`src/rtl/knock_seq_gen_pkg.sv`:
```
// Shared definitions for the knock sequence generator and the knock detector.
// The bus command codes and the door words live here so both sides see the same values.
package knock_seq_gen_pkg;

   typedef enum logic [1:0] {
      BUS_NONE  = 2'h0,
      BUS_LOAD  = 2'h1,
      BUS_STORE = 2'h2
   } bus_command_t;

   // OPEN knock: seven words, stored in this order
   localparam logic [63:0] DOOR1 = 64'h123f_45a6_f8e2_b6c4;
   localparam logic [63:0] DOOR2 = 64'h2a5c_3d7e_9b10_f4e8;
   localparam logic [63:0] DOOR3 = 64'h0000_1111_cccc_1111;
   localparam logic [63:0] DOOR4 = 64'h7e6d_5c4b_3a29_1807;
   localparam logic [63:0] DOOR5 = 64'ha5a5_5a5a_0ff0_f00f;
   localparam logic [63:0] DOOR6 = 64'hfedc_ba98_7654_3210;
   localparam logic [63:0] DOOR7 = 64'h1348_7aba_cdd4_5487;

   // CLOSE knock: three words
   localparam logic [63:0] CLOSE_DOOR1 = 64'h0011_0011_0011_0011;
   localparam logic [63:0] CLOSE_DOOR2 = 64'h1100_1100_1100_1100;
   localparam logic [63:0] CLOSE_DOOR3 = 64'hffaa_ffbb_ffcc_ffdd;

   // Index of the final word of each sequence
   localparam logic [2:0] OPEN_LAST_INDEX  = 3'd6;
   localparam logic [2:0] CLOSE_LAST_INDEX = 3'd2;

   typedef enum logic [2:0] {
      KG_IDLE  = 3'd0,
      KG_REQ   = 3'd1,
      KG_STORE = 3'd2,
      KG_GAP   = 3'd3,
      KG_DONE  = 3'd4
   } kg_state_t;

endpackage

```
`src/rtl/knock_seq_gen_if.sv`:
```
// Store-bus bundle between the knock generator (master) and the arbiter/Dmem side (slave).
interface knock_seq_gen_if;
   import knock_seq_gen_pkg::*;

   logic         bus_grant;
   logic [3:0]   Dmem2gen_response;
   logic         gen_bus_req;
   bus_command_t gen2Dmem_command;
   logic [63:0]  gen2Dmem_addr;
   logic [63:0]  gen2Dmem_data;

   modport master (
      input  bus_grant,
      input  Dmem2gen_response,
      output gen_bus_req,
      output gen2Dmem_command,
      output gen2Dmem_addr,
      output gen2Dmem_data
   );

   modport slave (
      output bus_grant,
      output Dmem2gen_response,
      input  gen_bus_req,
      input  gen2Dmem_command,
      input  gen2Dmem_addr,
      input  gen2Dmem_data
   );

endinterface

```
`src/rtl/knock_seq_gen.sv`:
```
// Knock sequence generator: on open_req/close_req it stores the OPEN or CLOSE door
// words to consecutive doublewords at BASE_ADDR, one accepted store at a time.
// All bus outputs are decoded from registered state only.
module knock_seq_gen
   import knock_seq_gen_pkg::*;
#(
   parameter logic [63:0] BASE_ADDR  = 64'h0000_0000_0000_1000,
   parameter int unsigned GAP_CYCLES = 0
) (
   input  logic            clock,
   input  logic            reset,
   input  logic            open_req,
   input  logic            close_req,
   knock_seq_gen_if.master bus,
   output logic            busy,
   output logic            done,
   output logic            seq_is_close
);

   // Final value of the gap counter before returning to STORE
   localparam logic [3:0] GAP_LAST = (GAP_CYCLES == 0) ? 4'd0 : 4'(GAP_CYCLES - 1);

   kg_state_t  state_reg, state_next;
   logic [2:0] index_reg, index_next;
   logic       close_reg, close_next;
   logic [3:0] gap_cnt_reg, gap_cnt_next;
   logic [2:0] last_index;

   assign last_index = close_reg ? CLOSE_LAST_INDEX : OPEN_LAST_INDEX;

   // State, word index, sequence type and gap counter registers
   always_ff @(posedge clock) begin
      if (reset) begin
         state_reg   <= KG_IDLE;
         index_reg   <= 3'd0;
         close_reg   <= 1'b0;
         gap_cnt_reg <= 4'd0;
      end else begin
         state_reg   <= state_next;
         index_reg   <= index_next;
         close_reg   <= close_next;
         gap_cnt_reg <= gap_cnt_next;
      end
   end

   // Next-state logic; a lost grant restarts from word 0 since the detector loses its place
   always_comb begin
      state_next   = state_reg;
      index_next   = index_reg;
      close_next   = close_reg;
      gap_cnt_next = gap_cnt_reg;
      case (state_reg)
         KG_IDLE: begin
            if (open_req) begin
               state_next = KG_REQ;
               close_next = 1'b0;
               index_next = 3'd0;
            end else if (close_req) begin
               state_next = KG_REQ;
               close_next = 1'b1;
               index_next = 3'd0;
            end
         end
         KG_REQ: begin
            if (bus.bus_grant) begin
               state_next = KG_STORE;
            end
         end
         KG_STORE: begin
            if (!bus.bus_grant) begin
               state_next = KG_REQ;
               index_next = 3'd0;
            end else if (bus.Dmem2gen_response != 4'd0) begin
               if (index_reg == last_index) begin
                  state_next = KG_DONE;
               end else begin
                  index_next = index_reg + 3'd1;
                  if (GAP_CYCLES > 0) begin
                     state_next   = KG_GAP;
                     gap_cnt_next = 4'd0;
                  end
               end
            end
         end
         KG_GAP: begin
            if (!bus.bus_grant) begin
               state_next = KG_REQ;
               index_next = 3'd0;
            end else if (gap_cnt_reg == GAP_LAST) begin
               state_next = KG_STORE;
            end else begin
               gap_cnt_next = gap_cnt_reg + 4'd1;
            end
         end
         KG_DONE: begin
            state_next = KG_IDLE;
         end
         default: begin
            state_next = KG_IDLE;
         end
      endcase
   end

   // Moore output decode: word table lookup and bus/status signals from registered state
   always_comb begin
      logic [63:0] word_sel;
      word_sel = 64'd0;
      case ({close_reg, index_reg})
         4'b0_000: word_sel = DOOR1;
         4'b0_001: word_sel = DOOR2;
         4'b0_010: word_sel = DOOR3;
         4'b0_011: word_sel = DOOR4;
         4'b0_100: word_sel = DOOR5;
         4'b0_101: word_sel = DOOR6;
         4'b0_110: word_sel = DOOR7;
         4'b1_000: word_sel = CLOSE_DOOR1;
         4'b1_001: word_sel = CLOSE_DOOR2;
         4'b1_010: word_sel = CLOSE_DOOR3;
         default:  word_sel = 64'd0;
      endcase

      bus.gen2Dmem_command = BUS_NONE;
      bus.gen2Dmem_addr    = 64'd0;
      bus.gen2Dmem_data    = 64'd0;
      if (state_reg == KG_STORE) begin
         bus.gen2Dmem_command = BUS_STORE;
         bus.gen2Dmem_addr    = BASE_ADDR + {58'd0, index_reg, 3'b000};
         bus.gen2Dmem_data    = word_sel;
      end
      bus.gen_bus_req = (state_reg == KG_REQ) || (state_reg == KG_STORE) || (state_reg == KG_GAP);
      busy            = (state_reg != KG_IDLE);
      done            = (state_reg == KG_DONE);
      seq_is_close    = close_reg;
   end

endmodule

```
`src/flat_wrapper.sv`:
```
// flat-port wrapper written by rule: the top's interface ports become plain ports
module knock_seq_gen_flat import knock_seq_gen_pkg::*;
#(
   parameter logic [63:0] BASE_ADDR  = 64'h0000_0000_0000_1000,
   parameter int unsigned GAP_CYCLES = 0
)
  (clock, reset, open_req, close_req, busy, done, seq_is_close, bus_bus_grant, bus_Dmem2gen_response, bus_gen_bus_req, bus_gen2Dmem_command, bus_gen2Dmem_addr, bus_gen2Dmem_data);
  knock_seq_gen_if bus_i ();
  input  logic clock;
  input  logic reset;
  input  logic open_req;
  input  logic close_req;
  output logic busy;
  output logic done;
  output logic seq_is_close;
  input wire logic [$bits(bus_i.bus_grant)-1:0] bus_bus_grant;
  input wire logic [$bits(bus_i.Dmem2gen_response)-1:0] bus_Dmem2gen_response;
  output wire logic [$bits(bus_i.gen_bus_req)-1:0] bus_gen_bus_req;
  output wire logic [$bits(bus_i.gen2Dmem_command)-1:0] bus_gen2Dmem_command;
  output wire logic [$bits(bus_i.gen2Dmem_addr)-1:0] bus_gen2Dmem_addr;
  output wire logic [$bits(bus_i.gen2Dmem_data)-1:0] bus_gen2Dmem_data;
  assign bus_i.bus_grant = bus_bus_grant;
  assign bus_i.Dmem2gen_response = bus_Dmem2gen_response;
  assign bus_gen_bus_req = bus_i.gen_bus_req;
  assign bus_gen2Dmem_command = bus_i.gen2Dmem_command;
  assign bus_gen2Dmem_addr = bus_i.gen2Dmem_addr;
  assign bus_gen2Dmem_data = bus_i.gen2Dmem_data;
  knock_seq_gen #(.BASE_ADDR(BASE_ADDR), .GAP_CYCLES(GAP_CYCLES)) u_core (.clock(clock), .reset(reset), .open_req(open_req), .close_req(close_req), .bus(bus_i), .busy(busy), .done(done), .seq_is_close(seq_is_close));
endmodule
```
`config.mk`:
```
export PLATFORM = sky130hd
export DESIGN_NAME = knock_seq_gen_flat
export DESIGN_NICKNAME = d
export VERILOG_FILES = /design/src/rtl/knock_seq_gen_pkg.sv /design/src/rtl/knock_seq_gen_if.sv /design/src/rtl/knock_seq_gen.sv /design/src/flat_wrapper.sv
export SDC_FILE = /design/constraint.sdc
export NUM_CORES = 1
export LEC_CHECK = 0
export ABC_CLOCK_PERIOD_IN_PS = 2000
export BUFFER_PORTS_ARGS = -buffer_cell sky130_fd_sc_hd__buf_2
export CORE_ASPECT_RATIO = 0.8
export CORE_MARGIN = 2
export CORE_UTILIZATION = 42
export DETAILED_ROUTE_END_ITERATION = 7
export PLACE_DENSITY_LB_ADDON = 0.12
export SLEW_MARGIN = 25
export SYNTH_ARGS = -nofsm -noshare
export SYNTH_HDL_FRONTEND = slang
export SYNTH_SLANG_ARGS = --single-unit
```
`constraint.sdc`:
```
create_clock -name clock -period 2 [get_ports clock]
set_input_delay 0.1 -clock clock [delete_from_list [all_inputs] [get_ports clock]]
set_output_delay 0.1 -clock clock [all_outputs]
set_load 0.02 [all_outputs]
```
==> qor.yml <==
status: "finished clean"
numCtsBuffers: 3
grt_util_met1_pct: 26.36
syn2layout_area_growth_pct: 16.98
initial_core_util_pct: 43.47
ys_ff_latch: 11
synth-xor-area-share_pct: 1.774
setup_viol: 0
cts-root-buf: "clkbuf_8"
muxShareOfSynthArea_pct: 0
seq_area_frac_synth_pct: 11.15
grt_use_met2_pct: 28.13
vias_per_cell: 4.748
syn_area_sq_um: 1974
final_cell_mix: "buf_2, conb_1, a21oi_1"
powerDensity_nw_per_um2: 1010
ys_types: 45
cts_setup_buffers: 0
port-buffer-count: 81
worstPathArrival_ns: 1.82
dp_hpwl_um: 4006
start_kind: "flip-flop"
top_usage_layer: "met2"
ctsHtreeMaxLevel: 1
largest_reg_flops: 4
antenna_left: 0
p_total_mw: 2.332
finalCriticalPeriod_ns: 1.919
routed_wl_um: 5079
drcViolationCount: 0
die_area_sq_um: 5269
netlist_instances: 299
clk_pin_slew_ns: 0.05
grt_setup_unrepaired: "yes"
diodes: 0
synth-simple-area-share_pct: 23.26
crit_path_end_kind: "output pin"
slowest_stage: "dfxtp_2"
max_clock_freq_mhz: 521.2
stdcell_area_sq_um: 2310
die_h_um: 65.33
synth_adder_area_share_pct: 7.605
firstDrtPassIters: 4
grt_max_degree: 29
synth_compound_area_share_pct: 23.26
grt_pass1_vias: 1634
die_x_um: 80.66
antenna_found_initial: 0
crit_type: "flip-flop to output pin"
power_leakage_nw: 1.279
first_iter_violations: 153
ys_async_sr_fraction_pct: 0
nFillCells: 474
syn_avg_cell_area_sq_um: 6.603
synth_top_family_by_area: "buffers and inverters"
gp_congestion: 0.8850
path_common_cell: "ha_1"
finish.net_count: 398
synth_ff_type: "dfxtp_1"
synth-warning-count: 0
clock-sinks: 11
track_usage_pct: 18.06
vias: 2070
min_path_type: "input port to flip-flop"
routedWlPerCell_um: 11.65
fin_crit_sh_pct: 95.94
grt_pass1_wl_um: 7672
cp_max_fo: 6
path_cells: "buf_4, ha_1, ha_1, or2_2, a21oi_1, buf_2"
synth-edff-count: 0
io_pins: 143
grt_overflow_total: 0
drive_gt1_share_pct: 33.51
clock_latency_ns: 0.24
grtUsageMet3_pct: 3.159
final_common_cell: "buf_2"
hold_viol_final: 0
clk_path_buf_depth: 2
rows: 22
drv_slew: 0
worst_path_largest_cell_delay_ns: 0.35
placed_area_sq_um: 2215
cts_tree: "built"
skew_ns: 0.002818
cap_violations: 0
vdd_drop_max_uv: 381.7
core_sq_um: 4542
worstPathRequired_ns: 1.90
==> synth_stat cells, drive strengths merged (3+ instances only) <==
cell	instances	area share [%]
nor3	4	1.0
ha	12	7.6
nand2	28	5.3
a211oi	6	2.5
a21oi	44	12
o21ai	12	3.0
clkbuf	6	1.1
nor2	41	7.8
dfxtp	11	11
nand2b	4	1.3
xor2	3	1.3
nor2b	3	0.95
inv	10	1.9
o31ai	3	1.1
buf	79	30
a22oi	3	1.1
==> final cells by class <==
| class | count | area, sq um | area share (%) |
|---|---|---|---|
| multi-input cells | 252 | 1385 | 59.97 |
| inverters | 11 | 41.29 | 1.788 |
| repair buffers | 98 | 541.8 | 23.46 |
| well taps | 60 | 75.07 | 3.250 |
| flip-flops and latches | 11 | 221.5 | 9.588 |
| clock buffers | 4 | 45.04 | 1.950 |
==> stage by stage <==
step	hold slack (ns)	utilization, %	TNS (ns)	std cells	setup slack [ns]
finish	0.06303	50.85	0	436	0.08121
global route	0.07006	50.85	-0.006282	436	-0.006282
CTS	0.06052	49.86	0	436	0.01836
detailed placement	0.3135	48.76	0	432	0.1980
global placement	0.3127	48.76	0	432	0.2091
floorplan	0.1966	-	-0.1717	359	-0.1717
==> worst paths after layout <==
check	startpoint	end	slack (ns)	depth (start not counted)
worst max-delay path	u_core.index_reg[1]$_SDFFE_PP0P_	bus_gen2Dmem_data[12]	0.08	6
worst min-delay path	open_req	u_core.seq_is_close$_SDFFE_PP0P_	0.06	2
worst max register to register	u_core.gap_cnt_reg[0]$_SDFFE_PP0P_	u_core.state_reg[0]$_SDFFE_PP0P_	0.20	6
worst min register to register	u_core.gap_cnt_reg[3]$_SDFFE_PP0P_	u_core.gap_cnt_reg[3]$_SDFFE_PP0P_	0.54	2
==> worst max-delay path: cells and delay by family (launching register included) <==
kind	cells	cell delay (ns)
AOI/OAI and AO/OA	1	0.13
adders and majority gates	2	0.49
buffers and inverters	2	0.34
DFF	1	0.35
and+or+nand+nor	1	0.26
==> what timing repair did <==
action,CTS,global route
endpoints found under the setup margin,5,48
pin swaps,0,0
hold buffers,0,0
gates resized for setup,3,14
==> power breakdown <==
part / switching, mW / internal [mW] / leakage [nW]
Combinational: 1.25 / 0.593 / 1.17
Clock: 0.0814 / 0.140 / 0.0228
Sequential: 0.0218 / 0.250 / 0.0898
Total: 1.35 / 0.983 / 1.28
==> per-layer routing <==
layer	vias up	wire, um	part of all wire [%]
li1	1025	-	-
met1	924	2235	44
met2	117	2298	45
met3	4	505	9.9
met4	0	40	0.79
met5	-	0	0
==> cell families after synthesis <==
group,after synthesis
AO/OA/AOI/OAI,77
XOR/XNOR,4
adder cells (fa/ha/maj),12
buffers and inverters,96
flip-flops,11
other,1
AND/OR/NAND/NOR,98
No activity file was read; power rests on OpenSTA's default activity.
